**src/rtl/adc_scan_driver_pkg.sv**
```systemverilog
// Shared definitions for the MCP300x-class scanning ADC driver:
// FSM state encoding, protocol bit counts and the frame-length helper.
package adc_scan_driver_pkg;

    // One start bit and one null bit bracket the command/data fields.
    localparam int START_BIT = 1;
    localparam int NULL_BITS = 1;

    typedef enum logic [2:0] {
        S_IDLE,
        S_START,
        S_MODE,
        S_CHAN,
        S_NULL,
        S_DATA,
        S_DONE,
        S_GAP
    } state_t;

    // Cycles with chip select low for one conversion frame:
    // start, SGL/DIFF, channel bits, null bit, data bits.
    function automatic int frame_len(input int data_w,
                                     input int ch_w);
        return START_BIT + 1 + ch_w + NULL_BITS + data_w;
    endfunction

endpackage

```
**src/rtl/adc_ch_sel.sv**
```systemverilog
// Next-enabled-channel finder for round-robin scanning.
// Ports:
//   mask    - channel enable mask, bit n enables channel n
//   ptr     - channel used by the previous scan frame
//   next_ch - first enabled channel strictly after ptr (wrapping)
//   wrap    - next_ch is the highest enabled channel
//   any_en  - at least one channel is enabled
module adc_ch_sel
    import adc_scan_driver_pkg::*;
#(
    parameter int CH_NUM = 8,
    parameter int CH_W   = 3
) (
    input  logic [CH_NUM-1:0] mask,
    input  logic [CH_W-1:0]   ptr,
    output logic [CH_W-1:0]   next_ch,
    output logic              wrap,
    output logic              any_en
);

    logic [CH_W-1:0] hi;
    logic [CH_W-1:0] bi;
    int              idx;

    always_comb begin
        next_ch = '0;
        hi      = '0;
        bi      = '0;
        idx     = 0;
        // Walk distances CH_NUM..1 so the nearest hit after ptr
        // is written last; distance CH_NUM is ptr itself, which
        // lets a single enabled channel repeat.
        for (int i = CH_NUM; i >= 1; i--) begin
            idx = (int'(ptr) + i) % CH_NUM;
            if (mask[idx[CH_W-1:0]]) begin
                next_ch = idx[CH_W-1:0];
            end
        end
        for (int i = 0; i < CH_NUM; i++) begin
            bi = CH_W'(i);
            if (mask[bi]) begin
                hi = bi;
            end
        end
    end

    assign any_en = |mask;
    assign wrap   = any_en && (next_ch == hi);

endmodule

```
**src/rtl/adc_scan_driver.sv**
```systemverilog
// SPI driver for MCP300x-class ADCs with single/scan channel modes.
// Ports:
//   s_clk_i        - serial clock; ADC SCLK is its inverse
//   rst_n_i        - asynchronous active-low reset
//   start_sample_i - level request, taken when a frame may start
//   scan_en_i      - 1: round-robin over ch_mask_i, 0: channel_num_i
//   channel_num_i  - channel used outside scan mode
//   ch_mask_i      - scan enable mask
//   single_ended_i - SGL/DIFF bit sent to the ADC
//   cs_o           - ADC chip select, active low
//   din_o          - command bit to the ADC
//   dout_i         - ADC serial data
//   data_ready_o   - one-cycle pulse, data_o/data_ch_o valid
//   data_o         - last conversion result
//   data_ch_o      - channel of data_o
//   busy_o         - frame in progress
//   scan_wrap_o    - result is from the highest enabled scan channel
module adc_scan_driver
    import adc_scan_driver_pkg::*;
#(
    parameter int DATA_W      = 10,
    parameter int CH_NUM      = 8,
    parameter int CH_W        = 3,
    parameter int CS_HIGH_CYC = 2
) (
    input  logic              s_clk_i,
    input  logic              rst_n_i,
    input  logic              start_sample_i,
    input  logic              scan_en_i,
    input  logic [CH_W-1:0]   channel_num_i,
    input  logic [CH_NUM-1:0] ch_mask_i,
    input  logic              single_ended_i,
    output logic              cs_o,
    output logic              din_o,
    input  logic              dout_i,
    output logic              data_ready_o,
    output logic [DATA_W-1:0] data_o,
    output logic [CH_W-1:0]   data_ch_o,
    output logic              busy_o,
    output logic              scan_wrap_o
);

    localparam int FRAME_LEN = frame_len(DATA_W, CH_W);
    localparam int CNT_W     = $clog2(FRAME_LEN);
    localparam int GAP_W     = $clog2(CS_HIGH_CYC + 1);

    state_t            state;
    logic [CH_W-1:0]   ptr;
    logic [CH_W-1:0]   ch;
    logic [CH_W-1:0]   ch_sh;
    logic              sgl;
    logic              wrap_q;
    logic [CNT_W-1:0]  cnt;
    logic [GAP_W-1:0]  gap;
    logic [DATA_W-1:0] shift;

    logic [CH_W-1:0]   next_ch;
    logic              next_wrap;
    logic              any_en;
    logic              start_ok;
    logic              gap_ok;

    adc_ch_sel #(
        .CH_NUM (CH_NUM),
        .CH_W   (CH_W)
    ) u_ch_sel (
        .mask    (ch_mask_i),
        .ptr     (ptr),
        .next_ch (next_ch),
        .wrap    (next_wrap),
        .any_en  (any_en)
    );

    assign start_ok = start_sample_i && (!scan_en_i || any_en);

    // gap holds the high cycles still owed, counting the current
    // one; a frame may start at the edge ending the last of them.
    assign gap_ok = int'(gap) <= 1;

    always_ff @(posedge s_clk_i or negedge rst_n_i) begin
        if (!rst_n_i) begin
            state        <= S_IDLE;
            cs_o         <= 1'b1;
            din_o        <= 1'b0;
            data_ready_o <= 1'b0;
            data_o       <= '0;
            data_ch_o    <= '0;
            busy_o       <= 1'b0;
            scan_wrap_o  <= 1'b0;
            ptr          <= CH_W'(CH_NUM - 1);
            ch           <= '0;
            ch_sh        <= '0;
            sgl          <= 1'b0;
            wrap_q       <= 1'b0;
            cnt          <= '0;
            gap          <= '0;
            shift        <= '0;
        end else begin
            data_ready_o <= 1'b0;
            scan_wrap_o  <= 1'b0;
            if (cs_o && gap != '0) begin
                gap <= gap - 1'b1;
            end

            unique case (state)
                S_IDLE, S_DONE, S_GAP: begin
                    if (gap_ok && start_ok) begin
                        state  <= S_START;
                        cs_o   <= 1'b0;
                        din_o  <= 1'b1;
                        busy_o <= 1'b1;
                        sgl    <= single_ended_i;
                        if (scan_en_i) begin
                            ch     <= next_ch;
                            ptr    <= next_ch;
                            wrap_q <= next_wrap;
                        end else begin
                            ch     <= channel_num_i;
                            wrap_q <= 1'b0;
                        end
                    end else if (int'(gap) <= 2) begin
                        state <= S_IDLE;
                    end else begin
                        state <= S_GAP;
                    end
                end

                S_START: begin
                    state <= S_MODE;
                    din_o <= sgl;
                end

                S_MODE: begin
                    state <= S_CHAN;
                    din_o <= ch[CH_W-1];
                    ch_sh <= ch << 1;
                    cnt   <= CNT_W'(CH_W - 1);
                end

                S_CHAN: begin
                    if (cnt == '0) begin
                        state <= S_NULL;
                        din_o <= 1'b0;
                    end else begin
                        din_o <= ch_sh[CH_W-1];
                        ch_sh <= ch_sh << 1;
                        cnt   <= cnt - 1'b1;
                    end
                end

                S_NULL: begin
                    state <= S_DATA;
                    cnt   <= CNT_W'(DATA_W - 1);
                end

                S_DATA: begin
                    shift <= {shift[DATA_W-2:0], dout_i};
                    if (cnt == '0) begin
                        state        <= S_DONE;
                        cs_o         <= 1'b1;
                        din_o        <= 1'b0;
                        busy_o       <= 1'b0;
                        data_o       <= {shift[DATA_W-2:0], dout_i};
                        data_ch_o    <= ch;
                        data_ready_o <= 1'b1;
                        scan_wrap_o  <= wrap_q;
                        gap          <= GAP_W'(CS_HIGH_CYC);
                    end else begin
                        cnt <= cnt - 1'b1;
                    end
                end

                default: begin
                    state <= S_IDLE;
                end
            endcase
        end
    end

endmodule

```
**config.mk**
```make
export PLATFORM = sky130hd
export DESIGN_NAME = adc_scan_driver
export DESIGN_NICKNAME = d
export VERILOG_FILES = /design/src/rtl/adc_scan_driver_pkg.sv /design/src/rtl/adc_ch_sel.sv /design/src/rtl/adc_scan_driver.sv
export SDC_FILE = /design/constraint.sdc
export NUM_CORES = 1
export LEC_CHECK = 0
export BUFFER_PORTS_ARGS = -buffer_cell sky130_fd_sc_hd__buf_2
export CAP_MARGIN = 10
export CELL_PAD_IN_SITES_DETAIL_PLACEMENT = 1
export CELL_PAD_IN_SITES_GLOBAL_PLACEMENT = 2
export CORE_MARGIN = 4
export CORE_UTILIZATION = 34
export CTS_CLUSTER_DIAMETER = 30
export CTS_CLUSTER_SIZE = 14
export DETAILED_ROUTE_END_ITERATION = 10
export GPL_TIMING_DRIVEN = 0
export HOLD_SLACK_MARGIN = 0.05
export PLACE_DENSITY_LB_ADDON = 0.1
export SYNTH_ARGS = -nofsm -noshare
export SYNTH_HDL_FRONTEND = slang
export SYNTH_SLANG_ARGS = --single-unit
export TNS_END_PERCENT = 10
```
**constraint.sdc**
```tcl
create_clock -name s_clk_i -period 3.67 [get_ports s_clk_i]
set_input_delay 0.5505 -clock s_clk_i [delete_from_list [all_inputs] [get_ports s_clk_i]]
set_output_delay 0.5505 -clock s_clk_i [all_outputs]
set_load 0.005 [all_outputs]
```
After elaboration in Yosys (flattened, before gate mapping):

Cells that the tools add are included.

* memories kept: 0
* memory bits (read-only): 0
* flip-flop bits (word level): 47
* output and inout port bits: 18
* word-level logic and storage cells: 130
* bits in latches: 0
* memory bits (writable): 0

* add/subtract/negate cells: 10
* bitwise logic cells: 0
* multipliers: 0
* reduce and logical (&&, ||, !) cells: 24
* equal/unequal tests: 13
* divide/modulo/power cells: 0
* magnitude comparators: 10
* shift operators: 0
* mux-type cells: 57

Operators with widths (count)
* 3-bit 2-to-1 mux: 18
* 3-bit by 4-bit < comparator with 1-bit output (second input constant): 8
* 1-bit binary-select mux with 3-bit select: 8
* 1-bit 2-to-1 mux: 19
* 3-bit case mux with 6 select lines: 1
* 3-bit adder (second input constant): 4
* 3-bit equality test (second input constant): 4
* 4-bit case mux with 3 select lines: 1
* 2-bit 2-to-1 mux: 5
* 2-bit != test (second input constant): 5
* 2-bit AND reduction: 5
* 3-bit AND reduction: 3
* 8-bit OR reduction: 1
* 3-bit by 1-bit adder with 3-bit output (second input constant): 2
* 3-bit by 2-bit adder with 3-bit output (second input constant): 2
* 3-bit by 2-bit equality test with 1-bit output (second input constant): 2
* 3-bit case mux with 2 select lines: 1
* 2-bit nonzero test: 3
* 1-bit case mux with 5 select lines: 1
* 5-bit nonzero test: 1
* 1-bit logical AND: 4
* 4-bit logical NOT: 1
* 4-bit 2-to-1 mux: 1
* 1-bit case mux with 2 select lines: 2
* 12 further kinds: 12

Logic depth before layout (Yosys ltp):

* depth in word-level cells: 14
* gate-level depth with buffers: 14
* mapped depth without buffers: 9

Cells and area by module:

From an unflattened synthesis, not the netlist that was laid out.

* cell total of the unflattened synthesis: 287
* area total of the unflattened synthesis: 3124.2 µm²

By module, submodules not included
* adc_scan_driver: seq. area each 1156.1 µm², cells each 179, area an instance 2142.1 µm², times used 1
* adc_ch_sel: seq. area each 0.0 µm², cells each 108, area an instance 982.2 µm², times used 1

Worst setup path after synthesis:

No wires, ideal clock.

* path type: register to register
* start point: register ptr[0]
* end point: register wrap_q
* period minus slack after synthesis: 3.414 ns
* data arrival time: 3.311 ns
* library setup time: 0.104 ns
* required time: 3.566 ns
* cell stages (with the launch flop): 14
* setup slack: 0.256 ns
* cells stage by stage: dfstp_2 buf_6 buf_6 buf_2 inv_1 ha_1 clkbuf_1 mux4_2 o21ai_0 a21oi_1 a2111o_1 a211oi_1 nor2_1 o41ai_2

* longest elaborated chain between the ends: 14
* elaborated cells on any way between the ends: 35
* classes of those cells: add/sub: 8; eq/ne: 1; mux: 25; reduce/logical: 1

Ends and longest elaborated chain
* start, declared: RTL line adc_scan_driver.sv:48 `logic [CH_W-1:0] ptr;`
* start signal, assigned: RTL line adc_scan_driver.sv:90 `ptr <= CH_W'(CH_NUM - 1);`
* start signal, assigned: RTL line adc_scan_driver.sv:115 `ptr <= next_ch;`
* 3-bit by 1-bit adder with 3-bit output: RTL line adc_ch_sel.sv:34 `idx = (int'(ptr) + i) % CH_NUM;`
* 1-bit binary-select mux with 3-bit select: RTL line adc_ch_sel.sv:35 `if (mask[idx[CH_W-1:0]]) begin`
* 1-bit 2-to-1 mux (not written as such): RTL line adc_ch_sel.sv:35
* 3-bit 2-to-1 mux (7 in a row): RTL line adc_ch_sel.sv:35
* 3-bit 2-to-1 mux (*): RTL line adc_ch_sel.sv:35
* 3-bit equality test (*): RTL line adc_ch_sel.sv:48 `assign wrap = any_en && (next_ch == hi);`
* 1-bit logical AND (*): RTL line adc_ch_sel.sv:48
* 1-bit 2-to-1 mux (*): RTL line adc_scan_driver.sv:113 `if (scan_en_i) begin`
* end signal, assigned: RTL line adc_scan_driver.sv:116 `wrap_q <= next_wrap;`
* end, declared: RTL line adc_scan_driver.sv:52 `logic wrap_q;`

Every way passes the cells marked *; elsewhere a longest branch is shown, timed or not. The select of a mux whose other input is x is not followed.
A chain may end at the register's enable or synchronous reset.

Worst setup path in the final report:

Ends and elaborated chain as after synthesis.

==> impl_metrics.py <==
metrics = {
    "timing": {
        "fin_ws_ps": 220.7,
        "fin_crit_ps": 3449,
        "fmax_ghz": 0.2899,
        "finalCritPeriodShare_pct": 93.99,
        "finalSetupTns_ps": 0,
        "setup_viol": 0,
        "slew-limit-headroom_pct": 30.27,
        "rsz0062_at_grt": "false",
        "fin_skew_ps": 11.61,
        "final-max-slew-violation-count": 0,
        "hold_viol": 0,
        "tightest_slew_ps": 1046,
    },
    "power": {
        "ir_drop_uv": 274.1,
        "swShare_pct": 46.57,
        "seqPwrFrac_pct": 23.1,
        "comb_power_share_pct": 66.4,
        "p_int_mw": 1.950,
        "p_leak_nw": 1.652,
        "p_clk_share_pct": 10.5,
        "switchingPower_mw": 1.700,
        "powerDensity_nw_per_um2": 966.5,
    },
    "worst_setup_path": {
        "cp-start-kind": "register",
        "reg2reg_slack_ps": 220,
        "cp_top_family": "buffers and inverters",
        "cp.required_ps": 3880,
        "crit_fanout": 19,
        "cp_slowest_cell": "dfstp_2",
        "critPathCapture": "wrap_q",
        "critPathLaunch": "ptr[0]",
        "reg2regPathDepth": 12,
        "path_class": "register to register",
        "endpoint_kind": "register",
        "reg2reg_from": "ptr[0]",
        "path_depth": 12,
        "slowest_delay_ps": 580,
        "r2r-end": "wrap_q",
        "path_buf_inv": 4,
        "crit_chain": "buf_12 -> buf_6 -> inv_1 -> ha_4 -> buf_2 -> xnor2_2 -> mux4_2 -> or3b_1 -> a21oi_1 -> a311oi_2 -> xor2_1 -> o41ai_2",
        "cp.arrival_ps": 3650,
    },
    "place": {
        "hpwl_microns": 6995,
        "preCtsSetupSlack_ps": -652.0,
        "port_buffers": 30,
        "gp_congestion": 0.8464,
        "dpl_cell_area_sq_um": 3596,
        "place_inst": 492,
    },
    "logic_synthesis": {
        "synth-edff-count": 0,
        "synth_ff_type": "dfrtp_1",
        "ys_warn_count": 0,
        "synth.avg_cell_area_sq_um": 9.863,
        "synthCells": 333,
        "synth_seq_cells": 46,
        "yosysUniqueCellTypes": 56,
        "netlist_area_sq_um": 3284,
        "synth_fp_nets": 357,
        "ys_seq_area_share_pct": 35.20,
        "async_reset_ff_share_pct": 100.0,
    },
    "cts": {
        "clock_latency_ps": 300,
        "clkTransAtPathRegs_ps": 100,
        "cts.sinks": 46,
        "cts_tree": "yes",
        "root_buffer": "clkbuf_8",
        "cts_made_buffers": 5,
        "postCtsHoldBufs": 0,
        "cts_buffer_depth": 2,
        "htree_levels": 2,
    },
    "route": {
        "first_iter_violations": 159,
        "vias": 2786,
        "ant_nets": 0,
        "viasPerCell": 5.561,
        "drc_errors": 0,
        "avgRoutedWirePerCell_microns": 18.64,
        "first_pass_iters": 4,
        "routed_wl_microns": 9340,
    },
    "worst_hold_path": {
        "holdCritPathClass": "input port to asynchronous set/reset pin",
    },
    "cells_and_area": {
        "fin_area_sq_um": 3776,
        "antenna_cells": 0,
        "fill_cells": 1084,
        "layout_common_cells": "dfrtp_1 (42), mux2_2 (36), nand2_1 (34), buf_2 (31), a21oi_1 (28)",
        "mostFrequentLayoutCell": "dfrtp_1",
        "drive_above_1_share_pct": 28.49,
        "syn_to_final_growth_pct": 14.97,
        "final_util_pct": 40.48,
        "stdcell_count": 501,
        "final_nets": 395,
    },
    "global_routing": {
        "grt_usage_pct": 17.30,
        "antenna_found_initial": 0,
        "grtUsageMet2_pct": 27.60,
        "grt_pass1_wl_microns": 15880,
        "grt_start_max_net_pins": 47,
        "grt_pass1_vias": 2938,
        "busiest_layer": "met2",
        "grt.overflow.total": 0,
        "grt.met1_usage_pct": 24.99,
        "use_met3_pct": 2.914,
    },
    "die": {
        "die_area_sq_um": 11300,
        "fp.dieW_microns": 106.3,
        "die_h_microns": 106.3,
        "core-area_sq_um": 9328,
        "num_io_pins": 35,
        "start_util_pct": 35.21,
        "core.rowCount": 35,
    },
    "outcome": {
        "outcome": "complete, no violations",
    },
    "run": {
        "cap_violations": 0,
    },
}
==> worst min path at each step <==
stage / depth (start not counted) / to / startpoint / slack [ps]
after floorplan: 0 / busy_o / rst_n_i / 250
final: 1 / busy_o / rst_n_i / 430
after global placement: 2 / ch_sh[2] / ch_sh[2] / 470
after detailed placement: 1 / scan_wrap_o / wrap_q / 480
after CTS: 1 / ch[0] / rst_n_i / 450
after global routing: 2 / sgl / single_ended_i / 480
==> cell families (layout without fill, tap and decap cells) <==
kind of cell / after synthesis / after routing / synth area share [%]
AO/OA/AOI/OAI: 79 / 79 / 16.46
XOR/XNOR: 6 / 6 / 1.600
adder cells (fa/ha/maj): 8 / 8 / 2.971
buffers and inverters: 39 / 78 / 5.219
flip-flops: 46 / 46 / 35.20
multiplexers: 64 / 64 / 25.33
AND/OR/NAND/NOR: 91 / 91 / 13.22
==> final cells by class <==
cell class                 count  area, sq um  share of cell area [%]
multi-input combinational    248         1999                   52.95
clock buffer                   6        72.57                   1.922
buffer                        21        115.1                   3.048
timing repair buffer          33        172.7                   4.573
tap                          129        161.4                   4.274
sequential                    46         1156                   30.62
inverter                      16        61.31                   1.624
clock inverter                 2        37.54                  0.9940
==> routing by layer <==
layer,routed length [microns],part of all wire (%),vias up
met5,0,0,-
met4,63,0.67,0
met3,422,4.5,7
met2,4421,47,59
met1,4433,47,1412
li1,-,-,1308
==> worst register-to-register path: cells and delay by family (launching register included) <==
kind	cells	cell delay, ps
flip-flops	1	580
AO/OA/AOI/OAI	3	580
adder cells (fa/ha/maj)	1	160
AND/OR/NAND/NOR	1	400
XOR/XNOR	2	420
multiplexers	1	570
buffers and inverters	4	660
==> through the flow <==
step | power, mW | hold slack [ps]
6_report | 3.650 | 434.7
3_3_place_gp | 3.058 | 467.8
4_1_cts | 3.608 | 454.7
2_1_floorplan | 2.494 | 254.9
5_1_grt | 3.969 | 483.3
3_5_place_dp | 3.084 | 475.1
==> synth_stat cells (all sizes together) (3+ instances only) <==
master / number / area [sq um]
dfrtp: 42 / 1051
mux2: 37 / 420.4
nand2: 34 / 127.6
a21oi: 29 / 145.1
nor2: 22 / 82.58
clkbuf: 17 / 63.81
mux2i: 17 / 186.4
inv: 14 / 52.55
mux4: 10 / 225.2
o21ai: 9 / 45.04
nand3: 8 / 40.04
ha: 7 / 87.58
buf: 6 / 47.54
o221ai: 6 / 52.55
nand2b: 5 / 31.28
nor3: 5 / 25.02
a221oi: 4 / 35.03
and2: 4 / 25.02
dfstp: 4 / 105.1
nor2b: 4 / 25.02
xnor2: 4 / 35.03
a211oi: 3 / 22.52
a22oi: 3 / 22.52
a311oi: 3 / 26.28
a31oi: 3 / 18.77
o211ai: 3 / 22.52
==> sequential cells by signal, indices dropped and copies added, names as in the netlist, 3 cells and up <==
register	cells
data_ch_o	3
ptr	3
shift	9
data_o	10
ch	3
state	3
cnt	4
==> power groups by stage <==
| stage | logic, mW | clock network, mW | registers, mW |
|---|---|---|---|
| 2_1_floorplan | 1.70 | 0 | 0.795 |
| 3_3_place_gp | 2.23 | 0 | 0.825 |
| 3_5_place_dp | 2.25 | 0 | 0.834 |
| 4_1_cts | 2.36 | 0.399 | 0.844 |
| 5_1_grt | 2.68 | 0.415 | 0.873 |
| 6_report | 2.42 | 0.384 | 0.843 |
==> repair_timing <==
item,4_1_cts,5_1_grt
gates resized for setup,11,4
endpoints found under the setup margin,7,1
pin swaps,1,2
buffers inserted,1,2
No activity file was read; power rests on OpenSTA's default activity.
